<file path="config.mk">
export PLATFORM = sky130hd
export DESIGN_NAME = ex_operand_stage
export DESIGN_NICKNAME = d
export VERILOG_FILES = /design/src/rtl/cpu_types_pkg.sv /design/src/rtl/fwd_unit.sv /design/src/rtl/ex_operand_stage.sv
export SDC_FILE = /design/constraint.sdc
export NUM_CORES = 1
export LEC_CHECK = 0
export ABC_AREA = 1
export CAP_MARGIN = 25
export CORE_ASPECT_RATIO = 0.9
export CORE_UTILIZATION = 40
export CTS_CLUSTER_DIAMETER = 80
export DETAILED_ROUTE_END_ITERATION = 10
export GPL_TIMING_DRIVEN = 0
export HOLD_SLACK_MARGIN = 0.1
export PLACE_DENSITY = 0.76
export SLEW_MARGIN = 10
export SYNTH_ARGS = -nofsm -noshare
export SYNTH_HDL_FRONTEND = slang
export SYNTH_SLANG_ARGS = --single-unit
</file>
<file path="constraint.sdc">
create_clock -name CLK -period 2.54 [get_ports CLK]
set_clock_uncertainty 0.2 [all_clocks]
set_input_delay 0.508 -clock CLK [delete_from_list [all_inputs] [get_ports CLK]]
set_output_delay 0.508 -clock CLK [all_outputs]
set_load 0.03 [all_outputs]
</file>
<file path="src/rtl/cpu_types_pkg.sv">
// rtl/cpu_types_pkg.sv - shared CPU datapath types, ALU opcodes and forward-select codes
package cpu_types_pkg;

   typedef logic [31:0] word_t;
   typedef logic [4:0]  regbits_t;

   typedef enum logic [3:0] {
      ALU_ADD   = 4'h0,
      ALU_SUB   = 4'h1,
      ALU_AND   = 4'h2,
      ALU_OR    = 4'h3,
      ALU_XOR   = 4'h4,
      ALU_NOR   = 4'h5,
      ALU_SLT   = 4'h6,
      ALU_SLTU  = 4'h7,
      ALU_SLL   = 4'h8,
      ALU_SRL   = 4'h9,
      ALU_SRA   = 4'hA,
      ALU_LUI   = 4'hB,
      ALU_PASSA = 4'hC,
      ALU_PASSB = 4'hD,
      ALU_ADDU  = 4'hE,
      ALU_SUBU  = 4'hF
   } aluop_t;

   localparam logic [1:0] FWD_NONE = 2'd0;
   localparam logic [1:0] FWD_EXM  = 2'd1;
   localparam logic [1:0] FWD_WB   = 2'd2;

endpackage

</file>
<file path="src/rtl/fwd_unit.sv">
// rtl/fwd_unit.sv - forward source select for one ALU operand
module fwd_unit
   import cpu_types_pkg::*;
#(
   parameter int WORD_W = 32,
   parameter int REG_W  = 5
) (
   input  logic [REG_W-1:0]  src,
   input  logic [WORD_W-1:0] latched,
   input  logic              exm_reg_write,
   input  logic [REG_W-1:0]  exm_rd,
   input  logic [WORD_W-1:0] exm_result,
   input  logic              wb_reg_write,
   input  logic [REG_W-1:0]  wb_rd,
   input  logic [WORD_W-1:0] wb_result,
   output logic [1:0]        sel,
   output logic [WORD_W-1:0] data
);

   // r0 never forwards; the younger EX/MEM result beats MEM/WB
   always_comb begin
      sel  = FWD_NONE;
      data = latched;
      if (src != '0) begin
         if (exm_reg_write && (exm_rd == src)) begin
            sel  = FWD_EXM;
            data = exm_result;
         end else if (wb_reg_write && (wb_rd == src)) begin
            sel  = FWD_WB;
            data = wb_result;
         end
      end
   end

endmodule

</file>
<file path="src/rtl/ex_operand_stage.sv">
// rtl/ex_operand_stage.sv - EX operand register with forwarding, load-use stall and backpressure
module ex_operand_stage
   import cpu_types_pkg::*;
#(
   parameter int WORD_W = 32,
   parameter int REG_W  = 5
) (
   input  logic              CLK,
   input  logic              RST,
   input  logic              id_valid,
   input  logic [3:0]        id_aluop,
   input  logic [REG_W-1:0]  id_rs,
   input  logic [REG_W-1:0]  id_rt,
   input  logic [WORD_W-1:0] id_rs_data,
   input  logic [WORD_W-1:0] id_rt_data,
   input  logic [WORD_W-1:0] id_imm,
   input  logic              id_use_imm,
   input  logic [REG_W-1:0]  id_rd,
   input  logic              id_reg_write,
   input  logic              id_mem_read,
   output logic              stall_id,
   input  logic              exm_reg_write,
   input  logic [REG_W-1:0]  exm_rd,
   input  logic [WORD_W-1:0] exm_result,
   input  logic              wb_reg_write,
   input  logic [REG_W-1:0]  wb_rd,
   input  logic [WORD_W-1:0] wb_result,
   input  logic              ex_ready,
   input  logic              flush,
   output logic              ex_valid,
   output logic [WORD_W-1:0] portA,
   output logic [WORD_W-1:0] portB,
   output logic [3:0]        ALUOP,
   output logic [REG_W-1:0]  ex_rd,
   output logic              ex_reg_write,
   output logic              ex_mem_read,
   output logic [1:0]        fwd_a,
   output logic [1:0]        fwd_b
);

   logic              valid_q;
   aluop_t            aluop_q;
   logic [REG_W-1:0]  rs_q, rt_q, rd_q;
   logic [WORD_W-1:0] rs_data_q, rt_data_q, imm_q;
   logic              use_imm_q, reg_write_q, mem_read_q;

   logic [WORD_W-1:0] fwd_rs_data, fwd_rt_data;
   logic [1:0]        sel_rs, sel_rt;
   logic              hold, haz;

   fwd_unit #(.WORD_W(WORD_W), .REG_W(REG_W)) u_fwd_rs (
      .src(rs_q), .latched(rs_data_q),
      .exm_reg_write(exm_reg_write), .exm_rd(exm_rd), .exm_result(exm_result),
      .wb_reg_write(wb_reg_write), .wb_rd(wb_rd), .wb_result(wb_result),
      .sel(sel_rs), .data(fwd_rs_data)
   );

   fwd_unit #(.WORD_W(WORD_W), .REG_W(REG_W)) u_fwd_rt (
      .src(rt_q), .latched(rt_data_q),
      .exm_reg_write(exm_reg_write), .exm_rd(exm_rd), .exm_result(exm_result),
      .wb_reg_write(wb_reg_write), .wb_rd(wb_rd), .wb_result(wb_result),
      .sel(sel_rt), .data(fwd_rt_data)
   );

   // Operand muxing, pass-through gating and hazard detection
   always_comb begin
      ex_valid     = valid_q;
      ex_rd        = rd_q;
      ex_reg_write = valid_q && reg_write_q;
      ex_mem_read  = valid_q && mem_read_q;
      ALUOP        = aluop_q;
      portA        = fwd_rs_data;
      fwd_a        = sel_rs;
      portB        = use_imm_q ? imm_q : fwd_rt_data;
      fwd_b        = use_imm_q ? FWD_NONE : sel_rt;
      hold         = valid_q && !ex_ready;
      haz          = ex_mem_read && (rd_q != '0) && id_valid &&
                     ((id_rs == rd_q) || (!id_use_imm && (id_rt == rd_q)));
      stall_id     = haz || hold;
   end

   // Stage register: reset > flush > hold (refresh operands) > bubble > load
   always_ff @(posedge CLK) begin
      if (RST) begin
         valid_q     <= 1'b0;
         aluop_q     <= ALU_ADD;
         rs_q        <= '0;
         rt_q        <= '0;
         rd_q        <= '0;
         rs_data_q   <= '0;
         rt_data_q   <= '0;
         imm_q       <= '0;
         use_imm_q   <= 1'b0;
         reg_write_q <= 1'b0;
         mem_read_q  <= 1'b0;
      end else if (flush) begin
         valid_q <= 1'b0;
      end else if (hold) begin
         rs_data_q <= fwd_rs_data;
         rt_data_q <= fwd_rt_data;
      end else if (haz) begin
         valid_q     <= 1'b0;
         reg_write_q <= 1'b0;
         mem_read_q  <= 1'b0;
      end else begin
         valid_q     <= id_valid;
         aluop_q     <= aluop_t'(id_aluop);
         rs_q        <= id_rs;
         rt_q        <= id_rt;
         rd_q        <= id_rd;
         rs_data_q   <= id_rs_data;
         rt_data_q   <= id_rt_data;
         imm_q       <= id_imm;
         use_imm_q   <= id_use_imm;
         reg_write_q <= id_reg_write;
         mem_read_q  <= id_mem_read;
      end
   end

endmodule

</file>
==> summary.md <==
| Metric | Value |
|---|---|
| Drt drc | 0 |
| Drt pass-1 iters | 8 |
| WHS | 0.2619 ns |
| Crit share post-route | 115.4% |
| Syn_area_per_cell | 5.399 µm² |
| ANT cells | 0 |
| Max cap viols | 0 |
| Initial DRC count | 1481 |
| Period minus WS final | 2.930 ns |
| Relative slew slack | 55.35% |
| Mapped cell area | 8612 µm² |
| Main synth FF type | dfxtp_1 |
| CTS tree | yes |
| Failing checks | setup timing |
| Worst skew pair latency | 0.43 ns |
| Hold wc startpoint | imm_q[1] |
| FP Rows | 50 |
| Final nets | 2161 |
| Area Overhead vs Synth | 81.04% |
| WP data required | 1.83 ns |
| Worst min path class | reg -> reg |
| Leakage power | 0.007246 µW |
| DP HPWL | 29.50 mm |
| Final hold violation count | 0 |
| Run status | finished, violations left |
| Flops & latches, synth | 119 |
| Slew Limit Fails | 0 |
| Wire per inst | 19.54 µm |
| Max rail drop VDD | 390.3 µV |
| IO buf count | 278 |
| GR Util All Layers | 36.49% |
| Vias per cell | 5.610 |
| Critical Path Source Type | flip-flop |
| Power Density | 512.2 nW/µm² |
| Final WL | 44.19 mm |
| WP buf/inv | 4 |
| YS warnings | 0 |
| Total power draw | 7986 µW |
| Largest net degree at the start of global routing | 17 |
| Pre-CTS setup slack | -1.478 ns |
| Io pins | 280 |
| Max Root-Sink Buffers | 2 |
| Vias | 12690 |
| Synth cell types | 27 |
| Fmax | 0.3413 GHz |
| RR Startpoint | rs_q[3] |
| Slew @ Worst Pin | 0.6697 ns |
| Initial antenna violation count | 0 |
| Setup Viol. Count Final | 69 |
| Crit path max fanout | 8 |
| Clk root buf | clkbuf_16 |
| RSZ-0062 raised after global routing | true |
| Placed Cells | 2159 |
| Syn nets | 1794 |
| Worst setup margin | -0.3902 ns |
| ANT nets after route | 0 |
| CP peak stage delay | 0.35 ns |
| Share of layout cells above drive strength 1 | 30.43% |
| Fraction of registers with async set/reset | 0% |
| Fin cells | 2261 |
| Clock sinks | 119 |
| Total grt overflow | 0 |
| Die W | 156.7 µm |
| Vias in the first global route | 11280 |
| Htree depth | 4 |
| First-pass GRT wire length | 61.41 mm |
| GP Congestion | 0.9788 |
| Critical path origin | rt_q[3] |
| Register area share after synthesis | 27.66% |
| Crit-path cells | inv_4, a21oi_2, nand2_2, nor2_4, buf_12, buf_6, nand3_2, nand3_4, nand2_4, a31oi_4, buf_6 |
| CP top delay family | simple AND/OR/NAND/NOR gates |
| Clock slew at reported path FFs | 0.07 ns |
| Util after Layout | 74.39% |
| Crit end category | primary output |
| Initial Utilization | 41.09% |
| Number of flops mapped to enable cells by yosys | 0 |
| Num CTS Buffers | 17 |
| Most Frequent Cell on Critical Path | buf_6 |
| Setup CP Type | reg -> out |
| Core Area | 20960 µm² |
| Arrival @ worst endpoint | 2.22 ns |
| Cell count after synthesis | 1595 |
| Slowest-stage cell, CP | dfxtp_2 |
| Die area | 22120 µm² |
| Die Y-Extent | 141.2 µm |
## Yosys cell counts, types with 11 or more instances
library cell	n	area share, %
clkbuf_1	54	2.4
buf_2	44	2.6
nor2_1	279	12
nand3_1	191	11
nand2_1	468	20
a21oi_1	151	8.8
a31oi_1	32	2.3
and2_1	13	0.94
inv_2	15	0.65
o21ai_0	11	0.64
inv_1	186	8.1
o21ai_1	11	0.64
dfxtp_1	119	28
## worst reg2reg max path, cell delays in order, from the launching register on
cell and delay [ns]:
dfxtp_4 0.36, buf_4 0.13, o22ai_1 0.30, nor2_4 0.13, nand2_8 0.18, buf_8 0.17, nand2_1 0.08, nand3_1 0.10
nand2_2 0.09, buf_4 0.14, buf_4 0.12, buf_4 0.12, buf_4 0.12, buf_4 0.12, buf_4 0.12, buf_4 0.12
nand2_1 0.06, a21oi_1 0.07
## cell usage in the layout, fill, tap and decap left out, types with 11 or more instances in the layout
cell	netlist	layout
nand2_1	468	361
nor2_1	279	219
clkdlybuf4s50_1	0	186
inv_1	186	182
nand3_1	191	128
a21oi_1	151	119
dfxtp_1	119	105
buf_6	0	91
nand2_2	1	89
nand3_2	1	55
buf_4	3	49
nor2_2	2	33
clkbuf_1	54	33
a31oi_4	0	30
nor2_4	0	29
clkbuf_16	0	23
a21oi_4	0	22
nand2_4	0	18
buf_2	44	16
buf_8	0	15
buf_12	0	15
and2_4	0	13
clkbuf_2	0	12
dlygate4sd2_1	0	12
inv_2	15	11
## sequential cells by signal, indices dropped and copies added, names as in the netlist
register,cells
mem_read_q,1
ex_valid,1
ALUOP,4
reg_write_q,1
rs_data_q,32
use_imm_q,1
rt_data_q,32
imm_q,32
rt_q,5
ex_rd,5
rs_q,5
## metal layers
layer	vias to the layer above	global-route usage, %	part of all wire [%]
met5	-	0	0
met4	0	16.77	5.4
met3	195	7.163	12
met2	971	55.71	44
met1	5798	49.37	39
li1	5721	-	-
## cells by family (layout without fill, tap and decap cells)
kind of cell / count (synthesis) / after routing / share of synthesized area (%)
flip-flops: 119 / 119 / 27.66
XOR/XNOR: 3 / 3 / 0.3052
buffers and inverters: 306 / 686 / 14.11
AO/OA/AOI/OAI: 207 / 207 / 12.54
AND/OR/NAND/NOR: 960 / 960 / 45.39
## layout make-up
| type | count | area (µm²) |
|---|---|---|
| Fill cell | 1554 | 5366 |
| Tap cell | 286 | 357.8 |
| Timing Repair Buffer | 348 | 3685 |
| Inverter | 202 | 778.2 |
| Clock buffer | 18 | 429.2 |
| Clock inverter | 14 | 161.4 |
| Sequential cell | 119 | 2412 |
| Multi-Input combinational cell | 1170 | 6890 |
| Buffer | 104 | 877.1 |
## repair_timing
item                       4_1_cts  5_1_grt
setup endpoints to repair      102       76
gates cloned                    13        4
pin swaps                       84       71
buffers inserted                40       14
resized for setup              850      285
hold buffers                     0        0
## per-stage QoR
| step | area, µm² | TNS (ns) |
|---|---|---|
| floorplan | 8807 | -0.001678 |
| global placement | 11950 | -121.22 |
| detailed placement | 11950 | -122.30 |
| CTS | 14320 | -15.70 |
| global route | 15590 | -22.49 |
| finish | 15590 | -19.17 |
## power breakdown
part | total [µW] | leakage, µW | switching (µW) | internal (µW)
registers | 2100 | 0.000992 | 106 | 2000
logic | 3350 | 0.00597 | 1910 | 1440
clock network | 2530 | 0.000279 | 1060 | 1470
## final timing paths
kind                   endpoint  slack (ns)  depth (start not counted)
setup reg to reg  rs_data_q[13]       -0.28                         17
hold / removal         imm_q[1]        0.26                          2
setup / recovery      portB[27]       -0.39                         11
hold reg to reg        imm_q[1]        0.26                          2
Note: power is estimated with default switching activity, not from simulation.
